File: src/rtl/s713_ctrl_pkg.sv
// s713_ctrl_pkg: shared types and default widths for the s713 step controller.
//   cmd_op_e      - command opcodes carried on cmd_op
//   ctrl_state_e  - sequencing FSM states
//   *_W_DEF       - default core widths (state bank, primary inputs/outputs)
package s713_ctrl_pkg;

  localparam int unsigned STATE_W_DEF = 19;
  localparam int unsigned PI_W_DEF    = 35;
  localparam int unsigned PO_W_DEF    = 23;

  typedef enum logic [1:0] {
    OP_NOP   = 2'd0,
    OP_LOAD  = 2'd1,
    OP_CLEAR = 2'd2,
    OP_RUN   = 2'd3
  } cmd_op_e;

  typedef enum logic [2:0] {
    ST_IDLE  = 3'd0,
    ST_FETCH = 3'd1,
    ST_EVAL  = 3'd2,
    ST_EMIT  = 3'd3,
    ST_DONE  = 3'd4
  } ctrl_state_e;

endpackage

File: src/rtl/s713_step_ctrl.sv
// s713_step_ctrl: sequencing controller for the combinational s713 core.
// Holds the core's state-register bank and steps the core one functional
// clock per accepted primary-input vector, capturing next-state and outputs
// after SETTLE extra evaluation cycles.
// Ports:
//   clk, rst                 - clock, synchronous active-high reset
//   cmd_valid/ready/op/count/state - command channel (NOP/LOAD/CLEAR/RUN)
//   halt                     - stop a RUN at the next FETCH or EMIT handshake
//   pi_valid/ready/data      - primary-input vector stream
//   core_pi, core_state      - registered drive into the core
//   core_next, core_po       - combinational core results
//   po_valid/ready/data/state - one output beat per step
//   busy, done, step_cnt     - status
module s713_step_ctrl
  import s713_ctrl_pkg::*;
#(
  parameter int unsigned STATE_W = STATE_W_DEF,
  parameter int unsigned PI_W    = PI_W_DEF,
  parameter int unsigned PO_W    = PO_W_DEF,
  parameter int unsigned SETTLE  = 0,
  parameter int unsigned CNT_W   = 16
) (
  input  logic               clk,
  input  logic               rst,
  input  logic               cmd_valid,
  output logic               cmd_ready,
  input  logic [1:0]         cmd_op,
  input  logic [CNT_W-1:0]   cmd_count,
  input  logic [STATE_W-1:0] cmd_state,
  input  logic               halt,
  input  logic               pi_valid,
  output logic               pi_ready,
  input  logic [PI_W-1:0]    pi_data,
  output logic [PI_W-1:0]    core_pi,
  output logic [STATE_W-1:0] core_state,
  input  logic [STATE_W-1:0] core_next,
  input  logic [PO_W-1:0]    core_po,
  output logic               po_valid,
  input  logic               po_ready,
  output logic [PO_W-1:0]    po_data,
  output logic [STATE_W-1:0] po_state,
  output logic               busy,
  output logic               done,
  output logic [CNT_W-1:0]   step_cnt
);

  localparam logic [3:0] SETTLE_INIT = 4'(SETTLE);

  ctrl_state_e        fsm_q, fsm_d;
  logic [STATE_W-1:0] state_q, state_d;
  logic [PI_W-1:0]    pi_q, pi_d;
  logic [PO_W-1:0]    po_q, po_d;
  logic [STATE_W-1:0] nxt_q, nxt_d;
  logic [CNT_W-1:0]   step_cnt_q, step_cnt_d;
  logic [CNT_W-1:0]   remaining_q, remaining_d;
  logic [3:0]         settle_q, settle_d;
  cmd_op_e            op;

  assign op = cmd_op_e'(cmd_op);

  always_comb begin
    fsm_d       = fsm_q;
    state_d     = state_q;
    pi_d        = pi_q;
    po_d        = po_q;
    nxt_d       = nxt_q;
    step_cnt_d  = step_cnt_q;
    remaining_d = remaining_q;
    settle_d    = settle_q;
    cmd_ready   = 1'b0;
    pi_ready    = 1'b0;
    po_valid    = 1'b0;
    done        = 1'b0;

    case (fsm_q)
      ST_IDLE: begin
        cmd_ready = 1'b1;
        if (cmd_valid) begin
          case (op)
            OP_NOP:   ;
            OP_LOAD:  state_d = cmd_state;
            OP_CLEAR: state_d = '0;
            OP_RUN: begin
              remaining_d = cmd_count;
              step_cnt_d  = '0;
              fsm_d       = (cmd_count == '0) ? ST_DONE : ST_FETCH;
            end
          endcase
        end
      end

      ST_FETCH: begin
        // halt wins over a simultaneous vector; ready is withheld so the
        // source never sees a handshake for a vector that is not consumed.
        pi_ready = ~halt;
        if (halt) begin
          fsm_d = ST_DONE;
        end else if (pi_valid) begin
          pi_d     = pi_data;
          settle_d = SETTLE_INIT;
          fsm_d    = ST_EVAL;
        end
      end

      ST_EVAL: begin
        if (settle_q == '0) begin
          po_d  = core_po;
          nxt_d = core_next;
          fsm_d = ST_EMIT;
        end else begin
          settle_d = settle_q - 4'd1;
        end
      end

      ST_EMIT: begin
        po_valid = 1'b1;
        if (po_ready) begin
          state_d     = nxt_q;
          step_cnt_d  = step_cnt_q + CNT_W'(1);
          remaining_d = remaining_q - CNT_W'(1);
          fsm_d       = (remaining_q == CNT_W'(1) || halt) ? ST_DONE : ST_FETCH;
        end
      end

      ST_DONE: begin
        done  = 1'b1;
        fsm_d = ST_IDLE;
      end

      default: fsm_d = ST_IDLE;
    endcase
  end

  always_ff @(posedge clk) begin
    if (rst) begin
      fsm_q       <= ST_IDLE;
      state_q     <= '0;
      pi_q        <= '0;
      po_q        <= '0;
      nxt_q       <= '0;
      step_cnt_q  <= '0;
      remaining_q <= '0;
      settle_q    <= '0;
    end else begin
      fsm_q       <= fsm_d;
      state_q     <= state_d;
      pi_q        <= pi_d;
      po_q        <= po_d;
      nxt_q       <= nxt_d;
      step_cnt_q  <= step_cnt_d;
      remaining_q <= remaining_d;
      settle_q    <= settle_d;
    end
  end

  assign core_pi    = pi_q;
  assign core_state = state_q;
  assign po_data    = po_q;
  assign po_state   = nxt_q;
  assign step_cnt   = step_cnt_q;
  assign busy       = (fsm_q != ST_IDLE);

endmodule
File: config.mk
export PLATFORM = sky130hd
export DESIGN_NAME = s713_step_ctrl
export DESIGN_NICKNAME = d
export VERILOG_FILES = /design/src/rtl/s713_ctrl_pkg.sv /design/src/rtl/s713_step_ctrl.sv
export SDC_FILE = /design/constraint.sdc
export NUM_CORES = 1
export LEC_CHECK = 0
export CELL_PAD_IN_SITES_DETAIL_PLACEMENT = 1
export CELL_PAD_IN_SITES_GLOBAL_PLACEMENT = 1
export CORE_UTILIZATION = 31
export CTS_CLUSTER_SIZE = 20
export DETAILED_ROUTE_END_ITERATION = 16
export PLACE_DENSITY = 0.78
export SYNTH_ARGS = -nofsm -noshare
export SYNTH_HDL_FRONTEND = slang
export SYNTH_SLANG_ARGS = --single-unit
File: constraint.sdc
create_clock -name clk -period 2.35 [get_ports clk]
set_input_delay 0.47 -clock clk [delete_from_list [all_inputs] [get_ports clk]]
set_output_delay 0.47 -clock clk [all_outputs]
set_load 0.1 [all_outputs]
# Yosys cells after proc, flatten, opt, wreduce, memory -nomap -nowiden
# Index checks and enable logic that the tools add are counted.
# totals
output_inout_bits	117
register_bits	135
wordCells	71
# classes
bitwise_logic	1
muxes	29
n_eq_ne	17
n_reduce_logical	13
add_sub_neg	3
# ops
cell	n
two-way mux 16 bit	6
one-hot mux 19 bit (2 select lines)	2
one-hot mux 16 bit (2 select lines)	2
two-way mux 19 bit	2
two-way mux 3 bit	8
adder 16 x 1 -> 16 bit (second input constant)	1
== test 16 x 1 -> 1 bit (second input constant)	1
zero test 16 bit	1
subtractor 16 x 1 -> 16 bit (second input constant)	1
two-way mux 4 bit	3
inequality test 2 bit (second input constant)	6
one-hot mux 3 bit (4 select lines)	1
AND reduction 4 bit	3
one-hot mux 4 bit (2 select lines)	1
== test 3 x 2 -> 1 bit (second input constant)	2
AND reduction 5 bit	1
== test 2 bit (second input constant)	2
zero test 4 bit	1
two-way mux 1 bit	4
nonzero test 2 bit	2
subtractor 4 x 1 -> 4 bit (second input constant)	1
== test 3 x 1 -> 1 bit (second input constant)	1
== test 3 bit (second input constant)	1
zero test 3 bit	1
other kinds (9)	9

# Logic depth before layout (Yosys ltp)
# logic_depth
depth_word	5
depth_mapped	9
depth_no_buf	6

# Worst setup path after synthesis
# Ideal clock, no wire load.
# synth_path
path_type	register -> register
from	reg fsm_q[0]
to	reg pi_q[10], in the netlist core_pi[10]
path_slack_ps	-1129
t_required_ps	2218
setup_time_ps	132
arrival_time_ps	3347
stages_incl_launch_ff	7
cell_sequence	dfxtp_1 > buf_4 > nor4b_2 > nand2_1 > clkbuf_1 > nand2_1 > a21oi_1
# synth_via
elab_chain_cells	2
# synth_rtl
item	line	rtl
from (decl)	s713_step_ctrl.sv:49	ctrl_state_e fsm_q, fsm_d;
from (signal assigned)	s713_step_ctrl.sv:145	fsm_q <= fsm_d;
== test 3 x 1 -> 1 bit	s713_step_ctrl.sv:75	case (fsm_q)
AND reduction 3 bit (no line)	-	
to (signal assigned)	s713_step_ctrl.sv:147	pi_q <= pi_d;
to (decl)	s713_step_ctrl.sv:51	logic [PI_W-1:0] pi_q, pi_d;
# Every way passes these cells.
# A chain may end at the register's enable or synchronous reset.

# Final worst setup path
# layout_path
from	reg fsm_q[0]
to	out po_valid
# layout_via
elab_chain_cells	2
# layout_rtl
item	line	rtl
== test 3 x 2 -> 1 bit	s713_step_ctrl.sv:75	
two-way mux 1 bit	s713_step_ctrl.sv:75	
to (decl)	s713_step_ctrl.sv:38	output logic po_valid,
# Every way passes these cells.

==> qor.csv <==
stage,metric,value,unit
clock_tree,cts_max_path_buffers,2,
route,drt_pre_antenna_iters,4,
power,ir_worst_vdd,0.837,mV
setup_path,cp_max_fo,20,
worst_hold_path,holdPathStages,2,
outcome,status,"finished, final reports clean",
floorplanning,die-area,0.0202,mm^2
logic_synthesis,synth_edf_count,0,
setup_path,r2r_start,settle_q[0]$_SDFFE_PP0P_,
logic_synthesis,syn_area,0.00608,mm^2
sta,holdWs,0.300,ns
logic_synthesis,syn_inst,761,
clock_tree,numCtsBuffers,17,
route,via_per_inst,5.17,
cells_and_area,nNetsFinal,1121,
cells_and_area,fin_cells,1270,
grt,grt_overflow,0,
worst_hold_path,hold_class,input pin to flop,
grt,grt_pass1_vias,6605,
worst_hold_path,hp-start,rst,
worst_hold_path,worstHoldEndpoint,step_cnt[0]$_SDFFE_PP0P_,
setup_path,ff2ff_path_depth,7,
placement,dp.cells,1237,
grt,antenna_found_initial,0,
floorplanning,io_pins,237,
floorplanning,rows,50,
grt,grt_usage,0.226,
route,wl,22500,um
route,drt_iter0_drc,342,
placement,dp_slack,-0.0684,ns
sta,final_hold_viol_count,0,
sta,fin_ws,0.135,ns
grt,grt_pass1_wl,35900,um
cells_and_area,syn_to_final_growth,52.4,%
sta,min_period,2.22,ns
logic_synthesis,synth.avg_cell_area,7.99,um^2
cells_and_area,antennaDiodeCount,0,
clock_tree,root_buffer,clkbuf_16,
logic_synthesis,yosysWarnings,0,
sta,max_freq,451,MHz
floorplanning,die_w,142,um
flow_run,drv_cap,0,
clock_tree,cts_tree,done,
logic_synthesis,syn-num-nets,885,
placement,placed_cell_area,0.00863,mm^2
setup_path,crit_arrival,1.75,ns
sta,fin_crit_sh,0.943,
clock_tree,cts_max_level,4,
setup_path,r2r_slack,0.23,ns
power,power.static_leakage,3.51,nW
sta,setup_violations,0,
clock_tree,path_clk_slew,0.06,ns
sta,clock_skew,0.00924,ns
floorplanning,initial_core_util,0.321,
clock_tree,cts_sinks,135,
setup_path,reg2reg_to,po_data[4]$_SDFFE_PP0P_,
setup_path,critPathRequiredTime,1.88,ns
floorplanning,coreArea,0.0190,mm^2
logic_synthesis,ys_seq_area_frac,0.444,
route,vias,6565,
route,ant_nets,0,
placement,place_congestion,0.873,
route,drc,0,
sta,relSlewSlack,0.286,
cells_and_area,fin_area,0.00927,mm^2
cells_and_area,drive_above_1_share,0.205,
logic_synthesis,ys_seq_elements,135,
setup_path,startpoint_type,flop,
logic_synthesis,synthFlopType,dfxtp_1,
sta,finalMaxSlewViolations,0,
setup_path,crit_type,flop to output pin,
power,power_density,1420,mW/mm^2
setup_path,worst_setup_path_end_kind,output pin,
floorplanning,die_h,142,um
route,routedWlPerCell,17.7,um
placement,io_buffer_count,236,
placement,place_hpwl,16000,um
logic_synthesis,ys_async_sr_fraction,0,
clock_tree,clk_latency,0.43,ns
logic_synthesis,ys_types,62,
grt,grt_start_max_net_pins,64,
sta,worstMarginPinSlew,1.06,ns
sta,rsz0062_at_grt,no,
==> registers in the layout, summed over array words and instances, names as in the netlist <==
register / count
step_cnt: 16
po_data: 23
fsm_q: 3
core_pi: 35
remaining_q: 16
settle_q: 4
po_state: 19
core_state: 19
==> layout by cell type, fill, tap and decap left out, types with 3 or more instances in the layout <==
master and instances:
clkinvlp_4 3, inv_1 16, nand2b_1 8, nor2_1 14, xor2_1 3, bufinv_16 3
a211o_1 4, and2_1 5, a311oi_1 19, a2111oi_0 3, o31ai_1 10, buf_12 9
o211ai_1 7, mux2i_1 6, a32oi_1 4, inv_6 3, o21ai_0 13, a21oi_1 120
or3_1 8, nand4_1 7, nand3_1 33, and4_1 4, nor4_1 6, clkdlybuf4s50_1 118
nor3_1 14, clkinv_4 4, nand2_1 195, dfxtp_1 134, or2_2 3, or4_1 8
ha_1 4, a41oi_1 3, buf_4 143, a211oi_1 4, a2111oi_2 3, clkbuf_16 17
==> area by class of cell <==
type                       count  area (um^2)
sequential                   135         2710
fill                        2244         9690
clock inverter                15          194
timing repair buffer         272         2460
inverter                      18         71.3
clock buffer                  17          425
multi-input combinational    553         3090
tap                          260          325
==> how the worst max path moves through the flow <==
stage	depth (start not counted)	start	to
detailed placement	5	po_ready	step_cnt[9]$_SDFFE_PP0P_
finish	5	fsm_q[0]$_SDFFE_PP0P_	po_valid
CTS	3	fsm_q[0]$_SDFFE_PP0P_	cmd_ready
global placement	6	cmd_op[1]	remaining_q[13]$_SDFFE_PP0P_
floorplan	5	halt	core_pi[14]$_SDFFE_PP0P_
global route	5	fsm_q[0]$_SDFFE_PP0P_	po_valid
==> kinds of logic after synthesis <==
group / Yosys count / synth area share
AOI/OAI and AO/OA: 212 / 0.223
xor gates and xnor gates: 4 / 0.00576
adders and majority gates: 4 / 0.00823
buffers and inverters: 73 / 0.0549
DFF: 135 / 0.444
muxes: 6 / 0.00987
and+or+nand+nor: 327 / 0.254
==> critical path, stage by stage, from the launching register on <==
cell,delay (ns)
dfxtp_4,0.42
buf_6,0.20
nand3b_1,0.16
clkinv_1,0.11
buf_6,0.21
buf_12,0.20
==> metrics by stage <==
| stage | util | power [mW] | TNS [ns] |
|---|---|---|---|
| final | 0.489 | 13.2 | 0 |
| after global routing | 0.489 | 13.8 | 0 |
| after CTS | 0.489 | 13.2 | 0 |
| after detailed placement | 0.455 | 10.3 | -0.634 |
| after global placement | 0.455 | 10.3 | -0.310 |
| after floorplan | - | 8.29 | -1.90 |
==> cell usage after synthesis (5+ instances only) <==
cell type / instances / area, um^2
a21oi_1: 120 / 601
a311oi_1: 19 / 166
and2_1: 5 / 31.3
buf_2: 24 / 120
buf_4: 6 / 45.0
clkbuf_1: 23 / 86.3
dfxtp_1: 135 / 2700
inv_1: 17 / 63.8
mux2i_1: 6 / 60.1
nand2_1: 196 / 736
nand2b_1: 8 / 50.1
nand3_1: 33 / 165
nand4_1: 7 / 43.8
nor2_1: 14 / 52.6
nor3_1: 15 / 75.1
nor4_1: 6 / 37.5
o211ai_1: 7 / 52.6
o21ai_0: 14 / 70.1
o31ai_1: 10 / 75.1
or3_1: 9 / 56.3
or4_1: 8 / 60.1
==> what timing repair did <==
item | in CTS | in global routing
gates resized for setup | 2 | 2
buffers inserted | 1 | 0
pin swaps | 0 | 0
cloned | 0 | 0
endpoints found under the setup margin | 2 | 2
hold buffers | 0 | 0
==> power by group <==
group	switching, mW	internal (mW)
clock network	1.14	1.70
logic	5.20	1.97
registers	0.369	2.78
==> routing by layer <==
metal  global-route usage  vias to the layer above  routed length, um
met5                    0                        -                  0
met4               0.0900                        0                524
met3               0.0713                       40               1630
met2                0.371                      193              10900
met1                0.274                     3135               9400
li1                     -                     3197                  -
Power figures use the tool's default switching activity.
